--- config.mk ---
export PLATFORM = sky130hd
export DESIGN_NAME = uart_tx_fifo
export DESIGN_NICKNAME = d
export VERILOG_FILES = /design/src/rtl/uart_tx_fifo.sv
export SDC_FILE = /design/constraint.sdc
export NUM_CORES = 1
export LEC_CHECK = 0
export CAP_MARGIN = 15
export CORE_AREA = 2 2 116 118
export CTS_BUF_LIST = sky130_fd_sc_hd__clkbuf_8
export CTS_CLUSTER_DIAMETER = 150
export DETAILED_ROUTE_END_ITERATION = 8
export DIE_AREA = 0 0 118 120
export GPL_TIMING_DRIVEN = 1
export PLACE_DENSITY = 0.82
export SLEW_MARGIN = 10
export SYNTH_ARGS = -nofsm -noshare
export SYNTH_HDL_FRONTEND = slang
export SYNTH_SLANG_ARGS = --single-unit
--- constraint.sdc ---
create_clock -name clk_50m -period 5 [get_ports clk_50m]
set_input_delay 1 -clock clk_50m [delete_from_list [all_inputs] [get_ports clk_50m]]
set_output_delay 1 -clock clk_50m [all_outputs]
set_load 0.01 [all_outputs]
--- src/rtl/uart_tx_fifo.sv ---
// -----------------------------------------------------------------------------
// uart_tx_fifo
//   Parametrised UART transmitter with an input FIFO and valid/ready handshake.
//   The frame format is set at elaboration time: 5..8 data bits sent LSB first,
//   optional odd/even parity, and 1 or 2 stop bits. Queued words go out
//   back-to-back. There is no idle gap between consecutive frames.
//
// Parameters
//   BAUD_DIV   clk_50m cycles per bit (>= 2)
//   DATA_BITS  data bits per frame (5..8)
//   PARITY     0 = none, 1 = odd, 2 = even
//   STOP_BITS  1 or 2
//   FIFO_AW    FIFO address width, depth = 2**FIFO_AW (>= 1)
//
// Ports
//   clk_50m     in   system clock, rising edge
//   rst_n       in   asynchronous active-low reset
//   tx_data     in   word to queue
//   tx_valid    in   tx_data valid
//   tx_ready    out  FIFO can accept a word (= !full)
//   uart_tx     out  serial line, idle high, registered
//   tx_busy     out  a frame is on the line
//   tx_done     out  one-cycle pulse after each frame's last stop bit
//   fifo_count  out  words currently queued (0..2**FIFO_AW)
// -----------------------------------------------------------------------------
module uart_tx_fifo #(
    parameter int BAUD_DIV  = 434,
    parameter int DATA_BITS = 8,
    parameter int PARITY    = 0,
    parameter int STOP_BITS = 1,
    parameter int FIFO_AW   = 4
) (
    input  logic                 clk_50m,
    input  logic                 rst_n,
    input  logic [DATA_BITS-1:0] tx_data,
    input  logic                 tx_valid,
    output logic                 tx_ready,
    output logic                 uart_tx,
    output logic                 tx_busy,
    output logic                 tx_done,
    output logic [FIFO_AW:0]     fifo_count
);

    localparam int DEPTH = 1 << FIFO_AW;
    localparam int BCW   = (BAUD_DIV > 2) ? $clog2(BAUD_DIV) : 1;

    localparam logic [BCW-1:0]   BAUD_LAST = BCW'(BAUD_DIV - 1);
    localparam logic [BCW-1:0]   BAUD_ZERO = BCW'(0);
    localparam logic [BCW-1:0]   BAUD_ONE  = BCW'(1);
    localparam logic [3:0]       DATA_LAST = 4'(DATA_BITS - 1);
    localparam logic [3:0]       STOP_LAST = 4'(STOP_BITS - 1);
    localparam logic [FIFO_AW:0] PTR_ONE   = (FIFO_AW + 1)'(1);

    typedef enum logic [2:0] {
        ST_IDLE   = 3'd0,
        ST_START  = 3'd1,
        ST_DATA   = 3'd2,
        ST_PARITY = 3'd3,
        ST_STOP   = 3'd4
    } state_t;

    // Parity bit for a data word: odd makes the total number of ones odd,
    // even makes it even.
    function automatic logic parity_bit(input logic [DATA_BITS-1:0] word);
        if (PARITY == 1) begin
            parity_bit = ~(^word);
        end else begin
            parity_bit = ^word;
        end
    endfunction

    // ------------------------------------------------------------------
    // FIFO
    // ------------------------------------------------------------------
    logic [FIFO_AW:0]     wr_ptr_q, wr_ptr_d;
    logic [FIFO_AW:0]     rd_ptr_q, rd_ptr_d;
    logic [DATA_BITS-1:0] mem_q [DEPTH];
    logic                 fifo_full_s;
    logic                 fifo_empty_s;
    logic                 push_s;
    logic                 pop_s;
    logic [DATA_BITS-1:0] head_s;

    // Full/empty come from the extra pointer MSB. Equal low bits with a
    // differing MSB means the write pointer has lapped the read pointer.
    always_comb begin
        fifo_full_s  = (wr_ptr_q[FIFO_AW] != rd_ptr_q[FIFO_AW]) &&
                       (wr_ptr_q[FIFO_AW-1:0] == rd_ptr_q[FIFO_AW-1:0]);
        fifo_empty_s = (wr_ptr_q == rd_ptr_q);
        head_s       = mem_q[rd_ptr_q[FIFO_AW-1:0]];
    end

    // Push uses the registered full flag only. A same-cycle pop therefore
    // never makes room for a push in that cycle.
    always_comb begin
        push_s   = tx_valid & ~fifo_full_s;
        wr_ptr_d = wr_ptr_q;
        rd_ptr_d = rd_ptr_q;
        if (push_s) begin
            wr_ptr_d = wr_ptr_q + PTR_ONE;
        end else begin
            wr_ptr_d = wr_ptr_q;
        end
        if (pop_s) begin
            rd_ptr_d = rd_ptr_q + PTR_ONE;
        end else begin
            rd_ptr_d = rd_ptr_q;
        end
    end

    // FIFO storage and pointers.
    always_ff @(posedge clk_50m or negedge rst_n) begin
        if (!rst_n) begin
            wr_ptr_q <= '0;
            rd_ptr_q <= '0;
            for (int i = 0; i < DEPTH; i++) begin
                mem_q[i] <= '0;
            end
        end else begin
            wr_ptr_q <= wr_ptr_d;
            rd_ptr_q <= rd_ptr_d;
            if (push_s) begin
                mem_q[wr_ptr_q[FIFO_AW-1:0]] <= tx_data;
            end
        end
    end

    // ------------------------------------------------------------------
    // Transmit FSM
    // ------------------------------------------------------------------
    state_t               state_q;
    logic [BCW-1:0]       baud_cnt_q;
    logic [3:0]           bit_cnt_q;
    logic [DATA_BITS-1:0] shift_q;
    logic                 par_q;
    logic                 uart_tx_q;
    logic                 tx_busy_q;
    logic                 tx_done_q;
    logic                 baud_end_s;
    logic                 frame_end_s;

    // A pop happens when the FSM is idle, or at the edge that ends the last
    // stop bit. The second case chains the next frame with no gap.
    always_comb begin
        baud_end_s  = (baud_cnt_q == BAUD_LAST);
        frame_end_s = (state_q == ST_STOP) && baud_end_s && (bit_cnt_q == STOP_LAST);
        if (!fifo_empty_s && ((state_q == ST_IDLE) || frame_end_s)) begin
            pop_s = 1'b1;
        end else begin
            pop_s = 1'b0;
        end
    end

    // Frame sequencer. The line value for each bit is registered at the
    // edge that starts that bit.
    always_ff @(posedge clk_50m or negedge rst_n) begin
        if (!rst_n) begin
            state_q    <= ST_IDLE;
            baud_cnt_q <= BAUD_ZERO;
            bit_cnt_q  <= 4'd0;
            shift_q    <= '0;
            par_q      <= 1'b0;
            uart_tx_q  <= 1'b1;
            tx_busy_q  <= 1'b0;
            tx_done_q  <= 1'b0;
        end else begin
            tx_done_q <= 1'b0;
            case (state_q)
                ST_IDLE: begin
                    baud_cnt_q <= BAUD_ZERO;
                    bit_cnt_q  <= 4'd0;
                    if (pop_s) begin
                        shift_q   <= head_s;
                        par_q     <= parity_bit(head_s);
                        uart_tx_q <= 1'b0;
                        tx_busy_q <= 1'b1;
                        state_q   <= ST_START;
                    end else begin
                        uart_tx_q <= 1'b1;
                        tx_busy_q <= 1'b0;
                    end
                end
                ST_START: begin
                    if (baud_end_s) begin
                        baud_cnt_q <= BAUD_ZERO;
                        bit_cnt_q  <= 4'd0;
                        uart_tx_q  <= shift_q[0];
                        shift_q    <= shift_q >> 1;
                        state_q    <= ST_DATA;
                    end else begin
                        baud_cnt_q <= baud_cnt_q + BAUD_ONE;
                    end
                end
                ST_DATA: begin
                    if (baud_end_s) begin
                        baud_cnt_q <= BAUD_ZERO;
                        if (bit_cnt_q == DATA_LAST) begin
                            bit_cnt_q <= 4'd0;
                            if (PARITY != 0) begin
                                uart_tx_q <= par_q;
                                state_q   <= ST_PARITY;
                            end else begin
                                uart_tx_q <= 1'b1;
                                state_q   <= ST_STOP;
                            end
                        end else begin
                            bit_cnt_q <= bit_cnt_q + 4'd1;
                            uart_tx_q <= shift_q[0];
                            shift_q   <= shift_q >> 1;
                        end
                    end else begin
                        baud_cnt_q <= baud_cnt_q + BAUD_ONE;
                    end
                end
                ST_PARITY: begin
                    if (baud_end_s) begin
                        baud_cnt_q <= BAUD_ZERO;
                        bit_cnt_q  <= 4'd0;
                        uart_tx_q  <= 1'b1;
                        state_q    <= ST_STOP;
                    end else begin
                        baud_cnt_q <= baud_cnt_q + BAUD_ONE;
                    end
                end
                ST_STOP: begin
                    if (baud_end_s) begin
                        baud_cnt_q <= BAUD_ZERO;
                        if (bit_cnt_q == STOP_LAST) begin
                            bit_cnt_q <= 4'd0;
                            tx_done_q <= 1'b1;
                            if (pop_s) begin
                                shift_q   <= head_s;
                                par_q     <= parity_bit(head_s);
                                uart_tx_q <= 1'b0;
                                state_q   <= ST_START;
                            end else begin
                                uart_tx_q <= 1'b1;
                                tx_busy_q <= 1'b0;
                                state_q   <= ST_IDLE;
                            end
                        end else begin
                            bit_cnt_q <= bit_cnt_q + 4'd1;
                        end
                    end else begin
                        baud_cnt_q <= baud_cnt_q + BAUD_ONE;
                    end
                end
                default: begin
                    baud_cnt_q <= BAUD_ZERO;
                    bit_cnt_q  <= 4'd0;
                    uart_tx_q  <= 1'b1;
                    tx_busy_q  <= 1'b0;
                    state_q    <= ST_IDLE;
                end
            endcase
        end
    end

    assign uart_tx    = uart_tx_q;
    assign tx_busy    = tx_busy_q;
    assign tx_done    = tx_done_q;
    assign tx_ready   = ~fifo_full_s;
    assign fifo_count = wr_ptr_q - rd_ptr_q;

endmodule

==> results_dict.tcl, run 1 <==
set metrics [dict create \
    yosysTopAreaCell "dfrtp_1" \
    clkTransAtPathRegs_ps 80 \
    synth-compound-area-share_pct 6.27 \
    max_freq_ghz 0.239 \
    synth_area_um2 8240 \
    synth_edf_count 0 \
    postCtsSetupBuffers 0 \
    critPathTopFamily "flip-flops" \
    cts_root_buf "clkbuf_8" \
    setup_ws_ps 813 \
    final_cells 792 \
    r2r_end "mem_q[73]" \
    post_cts_resized 0 \
    fin_crit_ps 4190 \
    cts_tree "built" \
    dp_cells 760 \
    grt_util_met3_pct 5.89 \
    row_count 42 \
    grt_pass1_wl_mm 28.3 \
    worstRegToRegCells 6 \
    synth_xor_area_share_pct 2.02 \
    syn_area_per_cell_um2 13.8 \
    synthArstFlopShare_pct 100 \
    synth_cells 597 \
    endpoint_kind "output port" \
    cts_sinks 165 \
    numCtsBuffers 17 \
    synth_top_family_by_area "multiplexers" \
    status "finished clean" \
    syn-num-nets 622 \
    place_ws_ps 1330 \
    netlist.area_leader.share_pct 49.8 \
    grt.total_usage_pct 26.5 \
    hold-path-endpoint "uart_tx" \
    dp_hpwl_mm 11.5 \
    first_global_vias 5303 \
    p_per_area_nw_per_um2 641 \
    hp-class "flop to flop" \
    yosysWarningCount 0 \
    fin_setup_tns_ps 0 \
    synth-seq-cells 165 \
    worstSetupPathType "flop to output port" \
    drt_iter0_markers 585 \
    crit_slowest_cell "dfrtp_1" \
    rsz0062_at_grt "false" \
    via_per_inst 6.36 \
    yosysSeqAreaShare_pct 50.1 \
    finalWirelength_mm 17.2 \
    syn_to_final_growth_pct 8.48 \
    r2r_setup_slack_ps 1600 \
    ioPinCount 20 \
    vias 5034 \
    coreArea_um2 13000 \
    portBuffers 19 \
    grt_busiest_layer "met2" \
    synthSimpleGateAreaFrac_pct 7.06 \
    htree_levels 4 \
    antenna_found_initial 0 \
    relSlewSlack_pct 41.2 \
    timing.final.crit_share_pct 83.7 \
    min_path_cells 1 \
    clockBufferDepth 2 \
    remaining_drc_errors 0 \
    grt_use_met2_pct 43.6 \
    setup_viol 0 \
    clk-insertion-delay-late_ps 470 \
    grt_max_degree 89 \
    wire_per_inst_um 21.7 \
    netlist-cell-type-count 60 \
    max_stage_delay_ps 930 \
    synthAdderAreaFrac_pct 2.22 \
    first_pass_iters 8 \
    diodes 0 \
    timing.hold.ws_ps 496 \
    nets 629 \
    peakVddDrop_uv 360 \
    hold_buffers 0 \
    hold_violations 0 \
    max_cap_violations 0 \
    final_common_cell "dfrtp_1" \
    tightest_slew_ps 883 \
    min_from "uart_tx" \
    power.leakage_nw 3.96 \
    synth_area_leaders "dfrtp_1 (50%), mux2_2 (13%), mux4_2 (6.8%)" \
    worstPathCellList "inv_2 -> ha_1 -> and4_4 -> and2_4 -> inv_1 -> clkdlybuf4s50_1" \
    finalClockSkew_ps 12.4 \
    start_util_pct 63.5 \
    die_area_um2 14200 \
    num-fill-cells 899 \
    drv_slew 0 \
    die_w_um 118 \
    chipHeight_um 120 \
    final_cell_mix "dfrtp_1 (163), mux2_2 (97), mux2_4 (32)" \
    worstPathRequired_ps 4000 \
    drive_gt1_share_pct 33.9 \
    grt_overflow 0 \
    critical_path.startpoint "rd_ptr_q[1]" \
    crit_buf_inv 3 \
    cp-start-kind "flop" \
    cp.arrival_ps 3190 \
    drtAntennaViolNets 0 \
    cp_max_fo 19 \
    timing.rr.start "rd_ptr_q[1]" \
    grt.met1_usage_pct 34.4 \
    synth_ff_type "dfrtp_1" \
    synthMuxAreaShare_pct 28.7 \
    gp_congestion 0.893 \
    worstSetupPathDepth 6 \
]
## area by class of cell
type                    instances  area [um2]  share of cell area [%]
clock buffers                  19         262                    2.93
clock inverters                12         179                    2.00
inverters                      27         101                    1.13
multi-input cells             369        3810                    42.7
flip-flops and latches        165        4130                    46.2
well taps                     176         220                    2.46
repair buffers                 24         229                    2.56
## cells in the mapped netlist (4+ instances only)
library cell and instances:
o21ai_0 10, o32ai_1 7, buf_6 6, buf_2 7, nor4_4 4, o22a_1 7, xor2_1 5, mux4_2 25
inv_1 26, mux2_2 97, nand3_1 24, ha_1 13, clkbuf_1 20, dfrtp_1 164, o2111a_1 6, xnor2_1 14
or4_4 4, o22ai_1 9, nand2_1 10, mux2_4 32, and3_1 7, mux2i_1 23, nor2_1 13, o2bb2ai_1 4
a21oi_1 10
## per-layer routing
layer  wire length, um  vias up  share of wire [%]
li1                  -     2223                  -
met5                 0        -                  0
met1              7340     2636                 43
met2              8530      135                 50
met4               518        0                3.0
met3               820       40                4.8
## worst max path at each step
stage,end,slack (ps)
after CTS,tx_ready,810
after global routing,tx_ready,690
final,tx_ready,810
after detailed placement,tx_ready,1330
after global placement,tx_ready,1400
after floorplan,tx_ready,1740
## flip-flops by register name, indices dropped and copies added, names as in the netlist
name / flops
mem_q: 128
baud_cnt_q: 9
shift_q: 8
rd_ptr_q: 5
wr_ptr_q: 5
bit_cnt_q: 4
state_q: 3
tx_busy: 1
tx_done: 1
uart_tx: 1
## power breakdown
part | internal [mW] | total, mW | switching, mW
combinational | 1.32 | 2.32 | 1.00
sequential | 1.93 | 2.35 | 0.418
clock | 0.569 | 1.06 | 0.492
total | 3.82 | 5.73 | 1.91
## cells by family (layout without fill, tap and decap cells)
| group | count (synthesis) | after routing |
|---|---|---|
| AO/OA/AOI/OAI | 70 | 70 |
| XOR/XNOR | 19 | 19 |
| adder cells (fa/ha/maj) | 14 | 14 |
| buffers and inverters | 63 | 82 |
| flip-flops | 165 | 165 |
| multiplexers | 177 | 177 |
| AND/OR/NAND/NOR | 89 | 89 |
## through the flow
step | utilization [%] | power (mW) | cell area [um2]
final | 68.8 | 5.73 | 8940
after global routing | 68.8 | 6.05 | 8940
after CTS | 68.8 | 5.74 | 8930
after detailed placement | 65.4 | 4.67 | 8490
after global placement | 65.4 | 4.54 | 8490
after floorplan | - | 4.03 | 8240
No activity file was read; power rests on OpenSTA's default activity.
==> run 2: changes to the inputs <==
--- a/config.mk
+++ b/config.mk
@@ -6,13 +6,13 @@
 export NUM_CORES = 1
 export LEC_CHECK = 0
 export CAP_MARGIN = 15
-export CORE_AREA = 2 2 116 118
+export CORE_AREA = 2 2 123 125
 export CTS_BUF_LIST = sky130_fd_sc_hd__clkbuf_8
 export CTS_CLUSTER_DIAMETER = 150
 export DETAILED_ROUTE_END_ITERATION = 8
-export DIE_AREA = 0 0 118 120
+export DIE_AREA = 0 0 125 127
 export GPL_TIMING_DRIVEN = 1
-export PLACE_DENSITY = 0.82
+export PLACE_DENSITY = 0.77
 export SLEW_MARGIN = 10
 export SYNTH_ARGS = -nofsm -noshare
 export SYNTH_HDL_FRONTEND = slang
==> constraint.sdc (replaced) <==
create_clock -name clk_50m -period 3.8 [get_ports clk_50m]
set_input_delay 0.76 -clock clk_50m [delete_from_list [all_inputs] [get_ports clk_50m]]
set_output_delay 0.76 -clock clk_50m [all_outputs]
set_load 0.01 [all_outputs]
==> results_dict.tcl, run 2 (same netlist as run 1, synthesis figures left out) <==
set metrics [dict create \
    grt_max_degree 77 \
    place_ws_ps 874 \
    max_stage_delay_ps 670 \
    crit_slowest_cell "dfrtp_1" \
    final_common_cell "dfrtp_1" \
    cp.arrival_ps 2640 \
    grt.total_usage_pct 22.6 \
    largest_reg_flops 128 \
    peakVddDrop_uv 460 \
    remaining_drc_errors 0 \
    finalClockSkew_ps 9.92 \
    worstRegToRegCells 5 \
    ioPinCount 20 \
    endpoint_kind "output port" \
    worstPathCellList "ha_1 -> and4_4 -> and2_4 -> inv_1 -> clkdlybuf4s50_1" \
    via_per_inst 6.09 \
    max_freq_ghz 0.294 \
    cts_sinks 165 \
    fin_crit_ps 3400 \
    max_cap_violations 0 \
    fin_setup_tns_ps 0 \
    die_area_um2 15900 \
    critPathTopFamily "flip-flops" \
    r2r_setup_slack_ps 860 \
    top_register "mem_q" \
    worstSetupPathType "flop to output port" \
    hp-class "input pin to async pin" \
    nets 632 \
    relSlewSlack_pct 47.4 \
    grt_busiest_layer "met2" \
    clkTransAtPathRegs_ps 100 \
    grt_pass1_wl_mm 28.2 \
    drtAntennaViolNets 0 \
    r2r_end "mem_q[34]" \
    setup_viol 0 \
    syn_to_final_growth_pct 9.02 \
    start_util_pct 57.1 \
    post_cts_resized 0 \
    grt_use_met2_pct 37.8 \
    worstPathRequired_ps 3040 \
    drive_gt1_share_pct 34.5 \
    power.leakage_nw 3.98 \
    p_per_area_nw_per_um2 832 \
    rsz0062_at_grt "false" \
    cp-start-kind "flop" \
    timing.rr.start "wr_ptr_q[2]" \
    drt_iter0_markers 165 \
    grt_overflow 0 \
    postCtsSetupBuffers 0 \
    hold_violations 0 \
    grt_util_met3_pct 5.03 \
    setup_ws_ps 399 \
    numCtsBuffers 17 \
    antenna_found_initial 0 \
    num-fill-cells 1083 \
    drv_slew 0 \
    first_pass_iters 4 \
    coreArea_um2 14400 \
    final_cell_mix "dfrtp_1 (163), mux2_2 (97), mux2_4 (32)" \
    row_count 44 \
    portBuffers 19 \
    tightest_slew_ps 790 \
    htree_levels 4 \
    cts_tree "built" \
    first_global_vias 5328 \
    clk-insertion-delay-late_ps 470 \
    cp_max_fo 9 \
    finalWirelength_mm 16.6 \
    wire_per_inst_um 20.7 \
    reg.largest.list "mem_q: 128 flops, baud_cnt_q: 9 flops, shift_q: 8 flops" \
    die_w_um 125 \
    gp_congestion 0.907 \
    chipHeight_um 127 \
    hold_buffers 0 \
    dp_hpwl_mm 11.2 \
    grt.met1_usage_pct 29.9 \
    diodes 0 \
    cts_root_buf "clkbuf_8" \
    crit_buf_inv 2 \
    timing.final.crit_share_pct 89.5 \
    vias 4897 \
    status "finished clean" \
    clockBufferDepth 2 \
]
==> run 2: stage by stage <==
| stage | utilization (%) | total power [mW] | hold WS [ps] | instance area [um2] | instances |
|---|---|---|---|---|---|
| after floorplan | - | 5.30 | 453 | 8240 | 597 |
| after CTS | 62.2 | 7.52 | 310 | 8970 | 803 |
| after global routing | 62.3 | 7.94 | 340 | 8980 | 804 |
| after detailed placement | 59.2 | 6.13 | 481 | 8530 | 771 |
| after global placement | 59.2 | 5.98 | 471 | 8530 | 771 |
| final | 62.3 | 7.47 | 298 | 8980 | 804 |
==> run 2: worst max path at each step <==
stage,start,to,slack [ps],cells after the start
2_1_floorplan,rd_ptr_q[2],mem_q[0],620,12
3_3_place_gp,wr_ptr_q[2],tx_ready,950,5
3_5_place_dp,wr_ptr_q[2],mem_q[43],870,5
4_1_cts,wr_ptr_q[2],tx_ready,370,5
5_1_grt,wr_ptr_q[0],fifo_count[4],240,8
6_report,wr_ptr_q[2],tx_ready,400,5
==> run 2: report_power, final <==
part	leakage (nW)	switching, mW	internal [mW]
registers	2.06	0.483	2.54
clock network	0.222	0.735	0.628
logic	1.70	1.34	1.74
==> run 2: final cells by class <==
class	count	area, um2	share of cell area, %
flip-flops and latches	165	4130	46.0
well taps	184	230	2.56
repair buffers	27	264	2.94
inverters	27	101	1.13
clock buffers	17	234	2.61
multi-input cells	369	3810	42.5
clock inverters	15	206	2.30
==> run 2: metal layers <==
layer  share of wire, %  routed length [um]
met1                 45                7510
met2                 51                8410
met3                3.2                 536
met4                1.1                 183
met5                  0                   0
==> run 3: changes to the inputs <==
--- a/config.mk
+++ b/config.mk
@@ -6,13 +6,14 @@
 export NUM_CORES = 1
 export LEC_CHECK = 0
 export CAP_MARGIN = 15
-export CORE_AREA = 2 2 123 125
+export CORE_AREA = 3 3 124 126
 export CTS_BUF_LIST = sky130_fd_sc_hd__clkbuf_8
 export CTS_CLUSTER_DIAMETER = 150
 export DETAILED_ROUTE_END_ITERATION = 8
-export DIE_AREA = 0 0 125 127
+export DIE_AREA = 0 0 127 129
 export GPL_TIMING_DRIVEN = 1
 export PLACE_DENSITY = 0.77
+export SKIP_CTS_REPAIR_TIMING = 1
 export SLEW_MARGIN = 10
 export SYNTH_ARGS = -nofsm -noshare
 export SYNTH_HDL_FRONTEND = slang
==> results_dict.tcl, run 3 (same netlist as run 1, synthesis figures left out) <==
set metrics [dict create \
    status "finished clean" \
    grt_overflow 0 \
    tightest_slew_ps 811 \
    vias 4918 \
    portBuffers 19 \
    timing.rr.start "rd_ptr_q[1]" \
    timing.hold.ws_ps 318 \
    fin_setup_tns_ps 0 \
    grt_pass1_wl_mm 28.5 \
    first_pass_iters 5 \
    fin_area_um2 8940 \
    setup_ws_ps 243 \
    numCtsBuffers 17 \
    wire_per_inst_um 21.4 \
    worstPathCellList "inv_2 -> ha_1 -> and4_4 -> and2_4 -> inv_1 -> clkdlybuf4s50_1" \
    clockBufferDepth 2 \
    setup_viol 0 \
    drive_gt1_share_pct 34.2 \
    r2r_end "mem_q[95]" \
    cp_max_fo 9 \
    relSlewSlack_pct 45.2 \
    remaining_drc_errors 0 \
    p_per_area_nw_per_um2 835 \
    grt.total_usage_pct 22.6 \
    nets 631 \
    clkTransAtPathRegs_ps 90 \
    drtAntennaViolNets 0 \
    grt_max_degree 77 \
    num-fill-cells 1089 \
    cp-start-kind "flop" \
    hp-class "input pin to async pin" \
    final_cells 803 \
    ioPinCount 20 \
    first_global_vias 5323 \
    dp_cells 770 \
    die_w_um 127 \
    max_freq_ghz 0.281 \
    hold_violations 0 \
    finalWirelength_mm 17.2 \
    drt_iter0_markers 389 \
    clk-insertion-delay-late_ps 460 \
    r2r_setup_slack_ps 800 \
    worstSetupPathType "flop to output port" \
    start_util_pct 57.1 \
    max_stage_delay_ps 620 \
    top_register "mem_q" \
    final_common_cell "dfrtp_1" \
    antenna_found_initial 0 \
    gp_congestion 0.828 \
    finalClockSkew_ps 15.9 \
    coreArea_um2 14400 \
    row_count 44 \
    cp.arrival_ps 2800 \
    worstRegToRegCells 6 \
    rsz0062_at_grt "false" \
    final_cell_mix "dfrtp_1 (163), mux2_2 (97), mux2_4 (32)" \
    fin_crit_ps 3560 \
    diodes 0 \
    die_area_um2 16400 \
    cts_tree "built" \
    drv_slew 0 \
    peakVddDrop_uv 590 \
    place_ws_ps 763 \
    grt_busiest_layer "met2" \
    cts_root_buf "clkbuf_8" \
    grt_util_met3_pct 5.23 \
    cts_sinks 165 \
    place_area_um2 8530 \
    power.leakage_nw 3.96 \
    reg.largest.list "mem_q: 128 flops, baud_cnt_q: 9 flops, shift_q: 8 flops" \
    via_per_inst 6.12 \
    endpoint_kind "output port" \
    largest_reg_flops 128 \
    syn_to_final_growth_pct 8.52 \
    grt_use_met2_pct 38.7 \
    crit_slowest_cell "dfrtp_1" \
    htree_levels 4 \
    timing.final.crit_share_pct 93.6 \
    worstPathRequired_ps 3040 \
    dp_hpwl_mm 11.6 \
    chipHeight_um 129 \
    max_cap_violations 0 \
    grt.met1_usage_pct 28.7 \
]
-- run 3: cell count changes in the layout (fill, tap and decap cells not counted) --
cell        previous run  this run
clkinv_8               3         1
clkinvlp_4             0         2
clkinv_4               1         2
inv_8                  4         1
inv_1                 26        27
buf_4                  7         6
clkinv_2               0         1
-- run 3: per-stage QoR --
| step | power [mW] | utilization [%] |
|---|---|---|
| 2_1_floorplan | 5.30 | - |
| 3_3_place_gp | 6.01 | 59.1 |
| 3_5_place_dp | 6.19 | 59.1 |
| 4_1_cts | 7.50 | 61.9 |
| 5_1_grt | 7.91 | 62.0 |
| 6_report | 7.46 | 62.0 |
-- run 3: critical path: cells and delay by family, from the launching register on --
kind / cells / cell delay, ps
buf+inv: 3 / 830
flops: 1 / 620
simple gates: 2 / 530
fa+ha+maj: 1 / 360
-- run 3: worst max-delay path by stage --
stage / to / slack [ps] / from
finish: tx_ready / 240 / rd_ptr_q[1]
global placement: tx_ready / 840 / rd_ptr_q[1]
CTS: tx_ready / 240 / rd_ptr_q[1]
detailed placement: tx_ready / 760 / rd_ptr_q[1]
global route: tx_ready / 110 / rd_ptr_q[1]
floorplan: mem_q[0] / 620 / rd_ptr_q[2]
-- run 3: final cells by class --
type                    count  area (um2)  area share [%]
repair buffers             26         256            2.87
multi-input cells         369        3810            42.7
clock buffers              17         234            2.62
clock inverters            15         173            1.93
flip-flops and latches    165        4130            46.2
inverters                  27         101            1.13
well taps                 184         230            2.58
-- run 3: routing by layer --
layer / part of all wire (%) / up-vias
met5: 0 / -
li1: - / 2229
met3: 4.0 / 20
met4: 1.4 / 0
met1: 43 / 2564
met2: 51 / 105
-- run 3: where the power goes --
part | leakage [nW] | internal [mW] | switching (mW)
Sequential | 2.06 | 2.54 | 0.501
Clock | 0.204 | 0.602 | 0.700
Combinational | 1.70 | 1.75 | 1.37
Total | 3.96 | 4.89 | 2.57
